--- src/rtl/execute_pipe_pkg.sv ---
// execute_pipe_pkg: shared ALU opcode and writeback-select encodings for the RV32I execute stage
package execute_pipe_pkg;
    localparam logic [3:0] ALU_ADD   = 4'b0000;
    localparam logic [3:0] ALU_SUB   = 4'b0001;
    localparam logic [3:0] ALU_SLL   = 4'b0010;
    localparam logic [3:0] ALU_SLT   = 4'b0011;
    localparam logic [3:0] ALU_SLTU  = 4'b0100;
    localparam logic [3:0] ALU_XOR   = 4'b0101;
    localparam logic [3:0] ALU_SRL   = 4'b0110;
    localparam logic [3:0] ALU_SRA   = 4'b0111;
    localparam logic [3:0] ALU_OR    = 4'b1000;
    localparam logic [3:0] ALU_AND   = 4'b1001;
    localparam logic [3:0] ALU_PASSB = 4'b1010;
    localparam logic [1:0] WB_ALU = 2'd0;
    localparam logic [1:0] WB_MEM = 2'd1;
    localparam logic [1:0] WB_PC4 = 2'd2;
endpackage

--- src/rtl/execute_pipe_alu.sv ---
// alu_unit: combinational RV32I ALU
//   opa, opb     : operands (shift amount is opb[4:0])
//   alu_control  : operation select, unknown codes give 0
//   result       : operation result, modulo 2^XLEN
module alu_unit
    import execute_pipe_pkg::*;
#(
    parameter int XLEN = 32
) (
    input  logic [XLEN-1:0] opa,
    input  logic [XLEN-1:0] opb,
    input  logic [3:0]      alu_control,
    output logic [XLEN-1:0] result
);
    logic [4:0] shamt;
    assign shamt = opb[4:0];
    always_comb begin
        result = '0;
        case (alu_control)
            ALU_ADD:   result = opa + opb;
            ALU_SUB:   result = opa - opb;
            ALU_SLL:   result = opa << shamt;
            ALU_SLT:   result = {{(XLEN-1){1'b0}}, $signed(opa) < $signed(opb)};
            ALU_SLTU:  result = {{(XLEN-1){1'b0}}, opa < opb};
            ALU_XOR:   result = opa ^ opb;
            ALU_SRL:   result = opa >> shamt;
            ALU_SRA:   result = $signed(opa) >>> shamt;
            ALU_OR:    result = opa | opb;
            ALU_AND:   result = opa & opb;
            ALU_PASSB: result = opb;
            default:   result = '0;
        endcase
    end
endmodule

--- src/rtl/execute_pipe.sv ---
// execute_pipe: RV32I execute stage and EX/MEM pipeline register
//   stall_in / flush_in  : hold / bubble the EX/MEM register (flush wins)
//   valid_in + controls  : ID/EX slot contents, side effects gated by valid_in
//   opa_in, opb_in       : ALU operands; opb_data_in is the store data
//   alu_fwd              : combinational ALU result for forwarding
//   valid..pc_plus4_out  : registered memory-stage controls and data
//   redirect(_target)    : registered taken branch/jump and its halfword-aligned target
module execute_pipe
    import execute_pipe_pkg::*;
#(
    parameter int XLEN = 32
) (
    input  logic            clk,
    input  logic            rst,
    input  logic            stall_in,
    input  logic            flush_in,
    input  logic            valid_in,
    input  logic            load_in,
    input  logic            store_in,
    input  logic            next_sel_in,
    input  logic            branch_result_in,
    input  logic [3:0]      alu_control_in,
    input  logic [1:0]      mem_to_reg_in,
    input  logic [XLEN-1:0] opa_in,
    input  logic [XLEN-1:0] opb_in,
    input  logic [XLEN-1:0] opb_data_in,
    input  logic [XLEN-1:0] pc_plus4_in,
    output logic [XLEN-1:0] alu_fwd,
    output logic            valid,
    output logic            load,
    output logic            store,
    output logic [1:0]      mem_to_reg,
    output logic [XLEN-1:0] alu_result,
    output logic [XLEN-1:0] store_data,
    output logic [XLEN-1:0] pc_plus4_out,
    output logic            redirect,
    output logic [XLEN-1:0] redirect_target
);
    logic            valid_q, valid_d;
    logic            load_q, load_d;
    logic            store_q, store_d;
    logic            redirect_q, redirect_d;
    logic [1:0]      mem_to_reg_q, mem_to_reg_d;
    logic [XLEN-1:0] alu_result_q, alu_result_d;
    logic [XLEN-1:0] store_data_q, store_data_d;
    logic [XLEN-1:0] pc_plus4_q, pc_plus4_d;
    logic [XLEN-1:0] redirect_target_q, redirect_target_d;

    alu_unit #(.XLEN(XLEN)) u_alu (
        .opa         (opa_in),
        .opb         (opb_in),
        .alu_control (alu_control_in),
        .result      (alu_fwd)
    );

    always_comb begin
        valid_d           = valid_q;
        load_d            = load_q;
        store_d           = store_q;
        redirect_d        = redirect_q;
        mem_to_reg_d      = mem_to_reg_q;
        alu_result_d      = alu_result_q;
        store_data_d      = store_data_q;
        pc_plus4_d        = pc_plus4_q;
        redirect_target_d = redirect_target_q;
        if (flush_in) begin
            valid_d           = 1'b0;
            load_d            = 1'b0;
            store_d           = 1'b0;
            redirect_d        = 1'b0;
            mem_to_reg_d      = WB_ALU;
            alu_result_d      = '0;
            store_data_d      = '0;
            pc_plus4_d        = '0;
            redirect_target_d = '0;
        end else if (!stall_in) begin
            // data always loads; only side-effect controls are gated by valid_in
            valid_d           = valid_in;
            load_d            = load_in & valid_in;
            store_d           = store_in & valid_in;
            redirect_d        = (next_sel_in | branch_result_in) & valid_in;
            mem_to_reg_d      = mem_to_reg_in;
            alu_result_d      = alu_fwd;
            store_data_d      = opb_data_in;
            pc_plus4_d        = pc_plus4_in;
            redirect_target_d = {alu_fwd[XLEN-1:1], 1'b0};
        end
    end

    always_ff @(posedge clk or posedge rst) begin
        if (rst) begin
            valid_q           <= 1'b0;
            load_q            <= 1'b0;
            store_q           <= 1'b0;
            redirect_q        <= 1'b0;
            mem_to_reg_q      <= '0;
            alu_result_q      <= '0;
            store_data_q      <= '0;
            pc_plus4_q        <= '0;
            redirect_target_q <= '0;
        end else begin
            valid_q           <= valid_d;
            load_q            <= load_d;
            store_q           <= store_d;
            redirect_q        <= redirect_d;
            mem_to_reg_q      <= mem_to_reg_d;
            alu_result_q      <= alu_result_d;
            store_data_q      <= store_data_d;
            pc_plus4_q        <= pc_plus4_d;
            redirect_target_q <= redirect_target_d;
        end
    end

    assign valid           = valid_q;
    assign load            = load_q;
    assign store           = store_q;
    assign redirect        = redirect_q;
    assign mem_to_reg      = mem_to_reg_q;
    assign alu_result      = alu_result_q;
    assign store_data      = store_data_q;
    assign pc_plus4_out    = pc_plus4_q;
    assign redirect_target = redirect_target_q;
endmodule

--- config.mk ---
export PLATFORM = sky130hd
export DESIGN_NAME = execute_pipe
export DESIGN_NICKNAME = d
export VERILOG_FILES = /design/src/rtl/execute_pipe_pkg.sv /design/src/rtl/execute_pipe_alu.sv /design/src/rtl/execute_pipe.sv
export SDC_FILE = /design/constraint.sdc
export NUM_CORES = 1
export LEC_CHECK = 0
export ABC_AREA = 1
export CAP_MARGIN = 20
export CORE_MARGIN = 5
export CORE_UTILIZATION = 48
export CTS_CLUSTER_SIZE = 10
export DETAILED_ROUTE_END_ITERATION = 8
export MAX_ROUTING_LAYER = met4
export PLACE_DENSITY = 0.8
export REMOVE_ABC_BUFFERS = 1
export SYNTH_ARGS = -nofsm -noshare
export SYNTH_HDL_FRONTEND = slang
export SYNTH_SLANG_ARGS = --single-unit
--- constraint.sdc ---
create_clock -name clk -period 3.2 [get_ports clk]
set_clock_uncertainty 0.15 [all_clocks]
set_input_delay 0.48 -clock clk [delete_from_list [all_inputs] [get_ports clk]]
set_output_delay 0.48 -clock clk [all_outputs]
set_load 0.05 [all_outputs]
==> summary.txt <==
STA
  – Max Clock Freq: 300 MHz
  – Pins Over Slew Limit: 0
  – Unrepaired setup endpoints after global routing: true
  – Min Tclk post-route: 3.33 ns
  – Worst Max-Slew Pin Slew: 0.619 ns
  – Period utilization: 104%
  – Hold WS: 0.354 ns
  – Post-route setup slack: -0.130 ns
  – Hold Vio Cnt, Final: 0
  – Worst slew margin: 58.7%
  – Fin Setup TNS: -0.295 ns
  – Final setup violation count: 6

Outcome
  – Violated checks: negative setup slack
  – Status: complete, but fails checks

Global routing
  – Largest net degree at the start of global routing: 103
  – Total grt overflow: 0
  – GRT Total Usage: 45.7%
  – Initial antenna violation count: 3
  – First-pass GRT wire length: 115 mm
  – Vias in the first global route: 20400

Synthesis
  – Cell accounting for the most synthesized area: nand2_1
  – Average cell area after synthesis: 5.67 sq um
  – Synth Instances: 2514
  – Synth top area share: 22.9%
  – Synth warn: 0
  – Netlist cell types: 47
  – Synth area leaders: nand2_1, dfrtp_1, nand3_1
  – #FFs+latches synth: 102
  – Post-synthesis sequential area ratio: 17.9%
  – Synth Cell Area: 0.0143 sq mm

Die
  – Row count: 63
  – Die area: 0.0333 sq mm
  – Core Area: 0.0295 sq mm
  – IO Count: 309
  – Die width: 182 microns
  – Die Y-Extent: 182 microns
  – Initial Util: 48.4%

Setup path
  – FF-to-FF setup slack: 2.26 ns
  – Critical Path AT: 2.70 ns
  – CP required: 2.57 ns
  – Worst setup path endpoint: alu_fwd[0]
  – R2R cell count: 1
  – FF-to-FF Start: pc_plus4_out[27]
  – Critical Path Source: opa_in[27]
  – Crit path kind: in2out
  – CP Capture Type: output pin
  – Crit path max fanout: 4
  – R2r endpoint: pc_plus4_out[27]
  – CP Launch Type: input port

Clock tree
  – Hold-fix buffer count after cts: 0
  – CTS tree: built
  – Cts bufs inserted: 9
  – Clock Pin Slew Worst Setup and Hold Paths: 0.07 ns
  – Total clock sinks: 102
  – Clk_lat worst skew: 0.37 ns
  – Max clock buf depth: 2
  – CTS root buf: clkbuf_16
  – CTS H-tree lvls: 3

Route
  – Antenna-violating nets left: 0
  – WL final: 81.1 mm
  – Iteration count of the initial detailed-routing pass: 7
  – Vias post-DR: 21700
  – Vias per Instance: 5.99
  – DRC Markers: 0
  – DR WL/cell: 22.4 microns
  – Drt first-iter violations: 3113

Placed design
  – Post-DP HPWL: 60.2 mm
  – IO buf count: 307
  – Placed cells: 3566
  – Post-Place Setup Slack: -0.823 ns
  – RePlAce Congestion: 1.12

Layout
  – Post-layout nets: 3465
  – Non-Filler Instances: 3619
  – Share of cells above drive strength 1: 30.9%
  – Area growth syn-to-layout: 63.8%

Power
  – Static leakage: 12.3 nW
  – VDD IR max: 0.290 mV
  – Power per cell area: 295 mW/mm^2

Hold path
  – Hold Path Class: reg2reg

Job
  – Max-Cap Viols: 0
Yosys cell counts (all sizes together):
| master | n |
|---|---|
| o21ai | 61 |
| nor4 | 1 |
| o211ai | 15 |
| a22o | 66 |
| dfrtp | 102 |
| or2 | 3 |
| conb | 1 |
| nor3 | 26 |
| nand3 | 443 |
| o2111ai | 1 |
| a211oi | 1 |
| xor2 | 1 |
| nand3b | 5 |
| a32o | 2 |
| clkinv | 1 |
| inv | 323 |
| ha | 100 |
| o221ai | 1 |
| o31ai | 2 |
| and2 | 12 |
| o22ai | 36 |
| a32oi | 1 |
| nor2 | 191 |
| o21bai | 9 |
| a21oi | 61 |
| buf | 113 |
| fa | 2 |
| a31oi | 1 |
| nand2 | 877 |
| nand4 | 17 |
| clkbuf | 36 |
| nor3b | 1 |
| and3 | 2 |
layout make-up:
type	count	area [sq um]
inverter	324	1230
sequential	102	2550
timing repair buffer	844	7570
multi-input combinational	1939	11200
clock buffer	11	243
tap	390	488
antenna	4	10.0
fill	2116	6120
clock inverter	5	63.8
worst min path at each step:
stage,start,end,slack (ns),depth (start not counted)
after floorplan,valid_in,valid,0.46,2
after global placement,valid,valid,0.30,2
after detailed placement,redirect,redirect,0.33,2
after CTS,redirect,redirect,0.34,2
after global routing,store_data[25],store_data[25],0.37,1
final,valid,valid,0.35,2
routing by layer:
layer | track usage (%) | wire [microns] | up-vias
met5 | - | 0 | -
met4 | 21.6 | 5840 | 0
met3 | 8.75 | 10000 | 449
met2 | 71.3 | 35900 | 1752
met1 | 57.4 | 29300 | 9968
li1 | - | - | 9497
cells by family (layout without fill, tap and decap cells):
family / count (synthesis) / in the layout / share of synthesized area (%)
and+or+nand+nor: 1578 / 1578 / 46.9
AOI/OAI and AO/OA: 257 / 257 / 11.7
xor gates and xnor gates: 1 / 1 / 0.0614
other: 1 / 5 / 0.0263
DFF: 102 / 102 / 17.9
adders and majority gates: 102 / 102 / 9.06
buffers and inverters: 473 / 1184 / 14.3
report_power, final:
group	switching (mW)	internal [mW]
sequential	0.0662	1.36
combinational	2.55	1.71
clock	0.570	0.637
total	3.19	3.70
repair_timing:
action	CTS	global route
pin swaps	67	63
cloned	1	1
buffers inserted	22	11
endpoints found under the setup margin	33	32
gates resized for setup	390	227
metrics by stage:
stage | total power [mW] | util [%] | cell area [sq um]
6_report | 6.89 | 79.2 | 23400
2_1_floorplan | 3.20 | - | 13400
4_1_cts | 6.56 | 77.3 | 22800
3_3_place_gp | 5.07 | 71.8 | 21200
3_5_place_dp | 5.12 | 71.8 | 21200
5_1_grt | 7.12 | 79.2 | 23400
critical path: stages:
cell	delay, ns
dlygate4sd2_1	0.32
inv_2	0.09
ha_4	0.31
inv_1	0.07
nand2_1	0.06
nand2_1	0.10
o21bai_1	0.23
nand2_1	0.10
nand2_1	0.10
a21oi_2	0.15
buf_4	0.16
nand2_2	0.07
nor2_1	0.13
nor2_2	0.06
nand2_4	0.12
buf_12	0.15
layout by cell type, fill, tap and decap left out, types with 10 or more instances in the layout:
cell type        count
nor3_2              14
a22o_1              66
dfrtp_1            102
a21oi_1             34
buf_4              492
clkdlybuf4s50_1    207
nor2_1             116
nor2_4              35
nand2_1            783
clkbuf_16           10
nand3_1            398
buf_6               31
o211ai_1            15
dlygate4sd2_1       23
nand2_2             84
o21ai_0             39
nand4_1             17
o21ai_1             14
and2_1              12
clkbuf_2            25
inv_1              255
nand2_4             10
o22ai_1             36
nand3_2             37
ha_1                63
a21oi_2             25
buf_12              41
nor2_2              40
ha_4                32
nor3_1              11
inv_2               64
Power figures use the tool's default switching activity.
